## src/rtl/piece_drop_ctrl.sv

```systemverilog
// -----------------------------------------------------------------------------
// piece_drop_ctrl
//   Gravity/placement engine for the active piece. While main_FSM reports the
//   play state it spawns a piece, lets it fall one row per gravity tick, and
//   shifts it left/right on player pulses. Every move is validated by an
//   external collision checker through a req/ack handshake before it is
//   committed. Produces the one-cycle placed pulse and the sticky game_over
//   flag consumed by main_FSM.
//
// Ports
//   in_clka     in   sole clock, rising edge
//   restart     in   synchronous active-high reset
//   state[2:0]  in   main_FSM state; this block runs only in PLAY_STATE
//   move_left   in   one-cycle move-left request
//   move_right  in   one-cycle move-right request
//   chk_req     out  collision query valid, held until chk_ack
//   chk_x[3:0]  out  queried anchor column
//   chk_y[4:0]  out  queried anchor row
//   chk_ack     in   checker response valid (one cycle)
//   chk_hit     in   queried position collides; valid with chk_ack
//   piece_x     out  committed anchor column
//   piece_y     out  committed anchor row
//   placed      out  one-cycle pulse when the piece locks
//   game_over   out  sticky, spawn position blocked
// -----------------------------------------------------------------------------
module piece_drop_ctrl #(
    parameter int         BOARD_W    = 10,
    parameter int         BOARD_H    = 20,
    parameter int         SPAWN_X    = 4,
    parameter int         TICK_DIV   = 50,
    parameter logic [2:0] PLAY_STATE = 3'd1
) (
    input  logic       in_clka,
    input  logic       restart,
    input  logic [2:0] state,
    input  logic       move_left,
    input  logic       move_right,
    output logic       chk_req,
    output logic [3:0] chk_x,
    output logic [4:0] chk_y,
    input  logic       chk_ack,
    input  logic       chk_hit,
    output logic [3:0] piece_x,
    output logic [4:0] piece_y,
    output logic       placed,
    output logic       game_over
);

    localparam int               CNT_W    = $clog2(TICK_DIV);
    localparam logic [CNT_W-1:0] CNT_LAST = CNT_W'(TICK_DIV - 1);
    localparam logic [3:0]       X_SPAWN  = 4'(SPAWN_X);
    localparam logic [3:0]       X_MAX    = 4'(BOARD_W - 1);
    localparam logic [4:0]       Y_MAX    = 5'(BOARD_H - 1);

    typedef enum logic [2:0] {
        S_IDLE,
        S_SPAWN_CHK,
        S_FALL,
        S_MOVE_CHK,
        S_DROP_CHK,
        S_PLACE,
        S_OVER
    } fsm_t;

    fsm_t             fsm_q, fsm_d;
    logic [CNT_W-1:0] cnt_q, cnt_d;
    logic [3:0]       px_q, px_d;
    logic [4:0]       py_q, py_d;
    logic [3:0]       qx_q, qx_d;
    logic [4:0]       qy_q, qy_d;
    // Set when play was left while a query is outstanding, so the result is
    // discarded even if play resumes before the ack arrives.
    logic             abort_q, abort_d;
    logic             play;

    assign play = (state == PLAY_STATE);

    // State and datapath registers
    always_ff @(posedge in_clka) begin
        if (restart) begin
            fsm_q   <= S_IDLE;
            cnt_q   <= '0;
            px_q    <= X_SPAWN;
            py_q    <= '0;
            qx_q    <= '0;
            qy_q    <= '0;
            abort_q <= 1'b0;
        end else begin
            fsm_q   <= fsm_d;
            cnt_q   <= cnt_d;
            px_q    <= px_d;
            py_q    <= py_d;
            qx_q    <= qx_d;
            qy_q    <= qy_d;
            abort_q <= abort_d;
        end
    end

    // Next-state and datapath updates
    always_comb begin
        fsm_d   = fsm_q;
        cnt_d   = cnt_q;
        px_d    = px_q;
        py_d    = py_q;
        qx_d    = qx_q;
        qy_d    = qy_q;
        abort_d = abort_q;

        case (fsm_q)
            S_IDLE: begin
                if (play) begin
                    fsm_d = S_SPAWN_CHK;
                    qx_d  = X_SPAWN;
                    qy_d  = '0;
                end
            end

            S_SPAWN_CHK, S_MOVE_CHK, S_DROP_CHK: begin
                if (!play) begin
                    abort_d = 1'b1;
                end
                if (chk_ack) begin
                    abort_d = 1'b0;
                    if (abort_q || !play) begin
                        fsm_d = S_IDLE;
                    end else if (!chk_hit) begin
                        // Every query differs from the committed anchor only
                        // in the moved coordinate, so committing both is exact.
                        px_d  = qx_q;
                        py_d  = qy_q;
                        fsm_d = S_FALL;
                        if (fsm_q == S_SPAWN_CHK) begin
                            cnt_d = '0;
                        end
                    end else if (fsm_q == S_SPAWN_CHK) begin
                        fsm_d = S_OVER;
                    end else if (fsm_q == S_DROP_CHK) begin
                        fsm_d = S_PLACE;
                    end else begin
                        fsm_d = S_FALL;
                    end
                end
            end

            S_FALL: begin
                if (!play) begin
                    fsm_d = S_IDLE;
                end else if (cnt_q == CNT_LAST) begin
                    // Gravity wins over any move pulse in the same cycle.
                    cnt_d = '0;
                    if (py_q == Y_MAX) begin
                        fsm_d = S_PLACE;
                    end else begin
                        qx_d  = px_q;
                        qy_d  = py_q + 5'd1;
                        fsm_d = S_DROP_CHK;
                    end
                end else begin
                    cnt_d = cnt_q + CNT_W'(1);
                    if (move_left && !move_right && px_q != 4'd0) begin
                        qx_d  = px_q - 4'd1;
                        qy_d  = py_q;
                        fsm_d = S_MOVE_CHK;
                    end else if (move_right && !move_left && px_q != X_MAX) begin
                        qx_d  = px_q + 4'd1;
                        qy_d  = py_q;
                        fsm_d = S_MOVE_CHK;
                    end
                end
            end

            S_PLACE: begin
                if (play) begin
                    fsm_d = S_SPAWN_CHK;
                    qx_d  = X_SPAWN;
                    qy_d  = '0;
                end else begin
                    fsm_d = S_IDLE;
                end
            end

            S_OVER: begin
                fsm_d = S_OVER;
            end

            default: begin
                fsm_d = S_IDLE;
            end
        endcase
    end

    // Outputs are decoded straight from registers
    always_comb begin
        chk_req   = (fsm_q == S_SPAWN_CHK) || (fsm_q == S_MOVE_CHK) ||
                    (fsm_q == S_DROP_CHK);
        chk_x     = qx_q;
        chk_y     = qy_q;
        piece_x   = px_q;
        piece_y   = py_q;
        placed    = (fsm_q == S_PLACE);
        game_over = (fsm_q == S_OVER);
    end

endmodule

```

## config.mk

```make
export PLATFORM = sky130hd
export DESIGN_NAME = piece_drop_ctrl
export DESIGN_NICKNAME = d
export VERILOG_FILES = /design/src/rtl/piece_drop_ctrl.sv
export SDC_FILE = /design/constraint.sdc
export NUM_CORES = 1
export LEC_CHECK = 0
export ABC_AREA = 1
export ABC_CLOCK_PERIOD_IN_PS = 2570
export CAP_MARGIN = 20
export CORE_MARGIN = 2
export CORE_UTILIZATION = 55
export CTS_BUF_LIST = sky130_fd_sc_hd__clkbuf_8
export CTS_CLUSTER_SIZE = 10
export DETAILED_ROUTE_END_ITERATION = 10
export GPL_ROUTABILITY_DRIVEN = 1
export PLACE_DENSITY = 0.82
export REMOVE_ABC_BUFFERS = 1
export SYNTH_ARGS = -nofsm -noshare
export SYNTH_HDL_FRONTEND = slang
export SYNTH_SLANG_ARGS = --single-unit
```

## constraint.sdc

```tcl
create_clock -name in_clka -period 2.57 [get_ports in_clka]
set_clock_uncertainty 0.15 [all_clocks]
set_input_delay 0.514 -clock in_clka [delete_from_list [all_inputs] [get_ports in_clka]]
set_output_delay 0.514 -clock in_clka [all_outputs]
set_load 0.01 [all_outputs]
```

* Word level (Yosys, flattened, before mapping) *
Index checks and enable logic that the tools add are counted.

word-level totals
  output and inout port bits = 21
  word-level logic and storage cells = 91
  register bits = 28

operators by class
  reduce and logical (&&, ||, !) cells = 21
  eq/ne operators = 21
  bitwise logic cells = 2
  mux-type cells = 36
  add/sub/neg operators = 4

operators by type and width
  operator               number
  $mux W6                6
  $mux W3                10
  $mux W5                6
  $mux W4                6
  $pmux W3 S5            1
  $ne A2 B2 Y1 const B   7
  $pmux W6 S2            1
  $pmux W5 S2            1
  $eq A3 B3 Y1 const B   3
  $ne A4 B4 Y1 const B   2
  $pmux W4 S2            1
  $add A6 B1 Y6 const B  1
  $eq A3 B1 Y1 const B   2
  $eq A3 B2 Y1 const B   2
  $eq A6 B6 Y1 const B   1
  $reduce_and A6 Y1      1
  $add A5 B1 Y5 const B  1
  $eq A5 B5 Y1 const B   1
  $ne A5 B5 Y1 const B   1
  $reduce_and A5 Y1      1
  $add A4 B1 Y4 const B  1
  $logic_and A1 B1 Y1    4
  $mux W1                4
  $reduce_and A4 Y1      1
  13 further kinds       19

* Depth between registers and ports, before layout *
  depth after elaboration = 8
  gate-level depth with buffers = 15
  mapped depth without buffers = 15

* Worst setup path before layout *
OpenSTA, ideal clock, no wires.

  kind = input to register
  start = in move_right
  end = reg qx_q[3], in the netlist chk_x[3]
  data required time = 2350 ps
  arrival = 1698 ps
  stages = 15
  slack = 651 ps
  setup time = 70 ps
  path through = inv_1 nand2_1 inv_1 nand2_1 inv_1 ha_1 nand2_1 nand2_1 nor2_1 nand2_1 nand3_1 nand2_1 nand2_1 nand2_1 a21oi_1

between the ends
  word-level cells in the longest chain between the ends = 7
  elaborated cells between the ends (all ways) = 11
  classes of those cells = 1 x eq/ne; 4 x mux; 6 x reduce/logical

RTL lines
  item                              RTL line  RTL
  from (decl)                       37        input logic move_right,
  $logic_not A1 Y1                  160       if (move_left && !move_right && px_q != 4'd0) begin
  $logic_and A1 B1 Y1 (2 in a row)  160
  $mux W4                           160
  $mux W4                           148       end else if (cnt_q == CNT_LAST) begin
  $mux W4                           146       if (!play) begin
  $pmux W4 S2                       109       case (fsm_q)
  to (signal assigned)              93        qx_q <= qx_d;
  to (decl)                         69        logic [3:0] qx_q, qx_d;

Parallel ways exist; a longest one is shown, timed or not. The select of a mux whose other input is x is not followed.
A chain may end at the register's enable or synchronous reset.

* Worst setup path in the final report *
  start = reg fsm_q[0]
  end = out chk_req

between the ends
  word-level cells in the longest chain between the ends = 3
  elaborated cells between the ends (all ways) = 5
  classes of those cells = 3 x eq/ne; 2 x reduce/logical

RTL lines
  item                                                 RTL line  RTL
  from (decl)                                          65        fsm_t fsm_q, fsm_d;
  from (signal assigned)                               89        fsm_q <= fsm_d;
  $eq A3 B1 Y1 / $eq A3 B2 Y1 (equally long branches)  194       chk_req = (fsm_q == S_SPAWN_CHK) || (fsm_q == S_MOVE_CHK) ||
  $logic_or A1 B1 Y1                                   194
  $logic_or A1 B1 Y1 *                                 194
  to (decl)                                            38        output logic chk_req,

Every way passes the cells marked *; elsewhere a longest branch is shown, timed or not.

==> impl_results.md <==
- Initial antenna violation count: 0
- Initial Util: 57.5%
- Seq/Total Area, Yosys: 31.9%
- Synth area leader: dfxtp_1
- Slew margin rel.: 72.6%
- Clock latency on the worst-skew pair: 270 ps
- EDFF count, synth: 0
- Worst hold margin: 333 ps
- Die Width: 60.5 microns
- Die area: 3660 sq um
- Pleak: 0.901 nW
- Worst-path clk slew: 90 ps
- Routed vias: 1742
- Top FF cell, synth: dfxtp_1
- Area growth syn-to-layout: 21.7%
- Largest net degree at the start of global routing: 18
- Seq cells post-synth: 28
- R2R depth: 14
- Wire length on met2: 1.89 mm
- Top-count cell post-synth: nand2_1
- RSZ-0062 raised after global routing: false
- Die H: 60.5 microns
- # H-tree levels: 1
- # port buffers: 29
- DR vias/cell: 5.03
- CP max FO: 8
- DR iter-0 viols: 79
- Synth top cells by count: nand2_1, nor2_1, inv_1
- CTS root buffer: clkbuf_8
- Inst Count DP: 342
- Metal3 WL: 167 microns
- First-pass GRT wire length: 6.92 mm
- Top routing layer used: met4
- Max cap viols: 0
- Total negative slack: 0 ps
- Pins over their slew limit: 0
- Routed len/inst: 11.2 microns
- Netlist Area Pre-Place: 1760 sq um
- Post-Layout Cell Count: 346
- Pre-antenna DRT Iters: 4
- Outcome: completed
- Hold WC Path Type: reg -> reg
- Number of clock sinks: 28
- Placed wire-length estimate: 2.90 mm
- WS Path Type: reg -> out
- Grt ovf: 0
- Number of global-route vias before repair: 1603
- Worst slew pin tran: 411 ps
- GP Congestion: 0.884
- Synthesis Warnings: 0
- Worst setup path endpoint: chk_req
- Drc violations: 0
- CTS max path bufs: 2
- Final hold viol count: 0
- Fin crit share: 92.7%
- Ys async rst share: 0%
- Worst flop-to-flop path startpoint: piece_x[1]$_SDFFE_PP0P_
- Site Rows: 20
- R2R setup slack: 500 ps
- # hold bufs at CTS: 0
- CP startpoint: fsm_q[0]$_SDFFE_PP0P_
- Syn Inst Count: 273
- Crit start category: flip-flop
- Pwr per Cell Area: 424 nW/um^2
- Final min period: 2380 ps
- RR Endpoint: chk_x[3]$_SDFFE_PP0P_
- Setup crit end kind: primary output
- Gr usage total: 24.1%
- Count of nets after finishing: 318
- Data required time at the worst endpoint: 1910 ps
- Num ports: 30
- Synth cell types: 29
- CTS buffer count: 3
- Finish-stage setup viols: 0
- CTS resizes: 0
- Placement Cell Area: 2080 sq um
- Core region area: 3050 sq um
- Ratio of cells with drive above 1 in the final layout: 8.94%
- Routed wire length: 3.89 mm
- Avg Inst Size Synth: 6.43 sq um
- CTS tree: done
- Crit path DAT: 1720 ps
- WL met1: 1.81 mm
- Fin area: 2140 sq um
- Area share of the largest cell type after synthesis: 31.9%
- Post-CTS Setup Bufs: 0
- Antenna diodes: 0
- Hold depth: 2
- Routed Antenna Nets: 0
- Worst vdd ir: 0.000333 V
- Synth area leaders: dfxtp_1, nand2_1, nor2_1
- FMAX: 420 MHz
- Final Core Density: 70.0%
metal layers:
metal	track usage, %	up-vias
met5	0	-
met4	5.90	0
met3	2.99	4
met2	42.2	36
met1	31.6	780
li1	-	922
area by class of cell:
type	count	area (sq um)
Fill cell	270	917
Tap cell	44	55.1
Inverter	35	134
Clock buffer	4	55.1
Multi-Input combinational cell	202	1010
Timing Repair Buffer	33	320
Sequential cell	28	561
cell families (layout without fill, tap and decap cells):
kind of cell,count (synthesis),after routing,synth area share [%]
AND/OR/NAND/NOR,149,149,37.7
buffers and inverters,43,72,10.5
AO/OA/AOI/OAI,41,41,12.2
flip-flops,28,28,31.9
adder cells (fa/ha/maj),6,6,4.70
XOR/XNOR,6,6,2.99
stage by stage:
step | setup slack, ps | power, mW
after detailed placement | 45.3 | 0.645
final | 188 | 0.906
after floorplan | 639 | 0.581
after global placement | 105 | 0.642
after global routing | 97.5 | 0.956
after CTS | 174 | 0.915
how the worst min path moves through the flow:
stage	start	slack (ps)	to
floorplan	cnt_q[5]$_SDFFE_PP0P_	310	cnt_q[5]$_SDFFE_PP0P_
global route	chk_x[0]$_SDFFE_PP0P_	360	chk_x[0]$_SDFFE_PP0P_
global placement	chk_y[4]$_SDFFE_PP0P_	320	chk_y[4]$_SDFFE_PP0P_
finish	chk_y[3]$_SDFFE_PP0P_	330	chk_y[3]$_SDFFE_PP0P_
CTS	chk_y[3]$_SDFFE_PP0P_	340	chk_y[3]$_SDFFE_PP0P_
detailed placement	chk_y[0]$_SDFFE_PP0P_	320	chk_y[0]$_SDFFE_PP0P_
critical path, stage by stage, from the launching register on:
cell and delay, ps:
dfxtp_1 580, nand3_2 190, nand3_4 130, clkdlybuf4s50_1 540
placed cells by master (no fill, tap or decap), types with 6 or more instances in the layout:
cell type / instances
nand2_1: 82
nor2_1: 32
inv_1: 29
clkdlybuf4s50_1: 29
dfxtp_1: 28
a21oi_1: 22
nand3_1: 15
o21ai_0: 12
xor2_1: 6
sequential cells by signal, indices dropped and copies added (netlist names):
signal,count
cnt_q,6
chk_y,5
piece_y,5
chk_x,4
piece_x,4
fsm_q,3
abort_q,1
power by group:
| part | leakage, nW | internal [mW] | switching [mW] | total [mW] |
|---|---|---|---|---|
| Clock | 0.0288 | 0.137 | 0.135 | 0.272 |
| Combinational | 0.646 | 0.0683 | 0.106 | 0.174 |
| Sequential | 0.226 | 0.444 | 0.0169 | 0.461 |
| Total | 0.901 | 0.649 | 0.257 | 0.906 |
(Power assumes the default switching activity.)
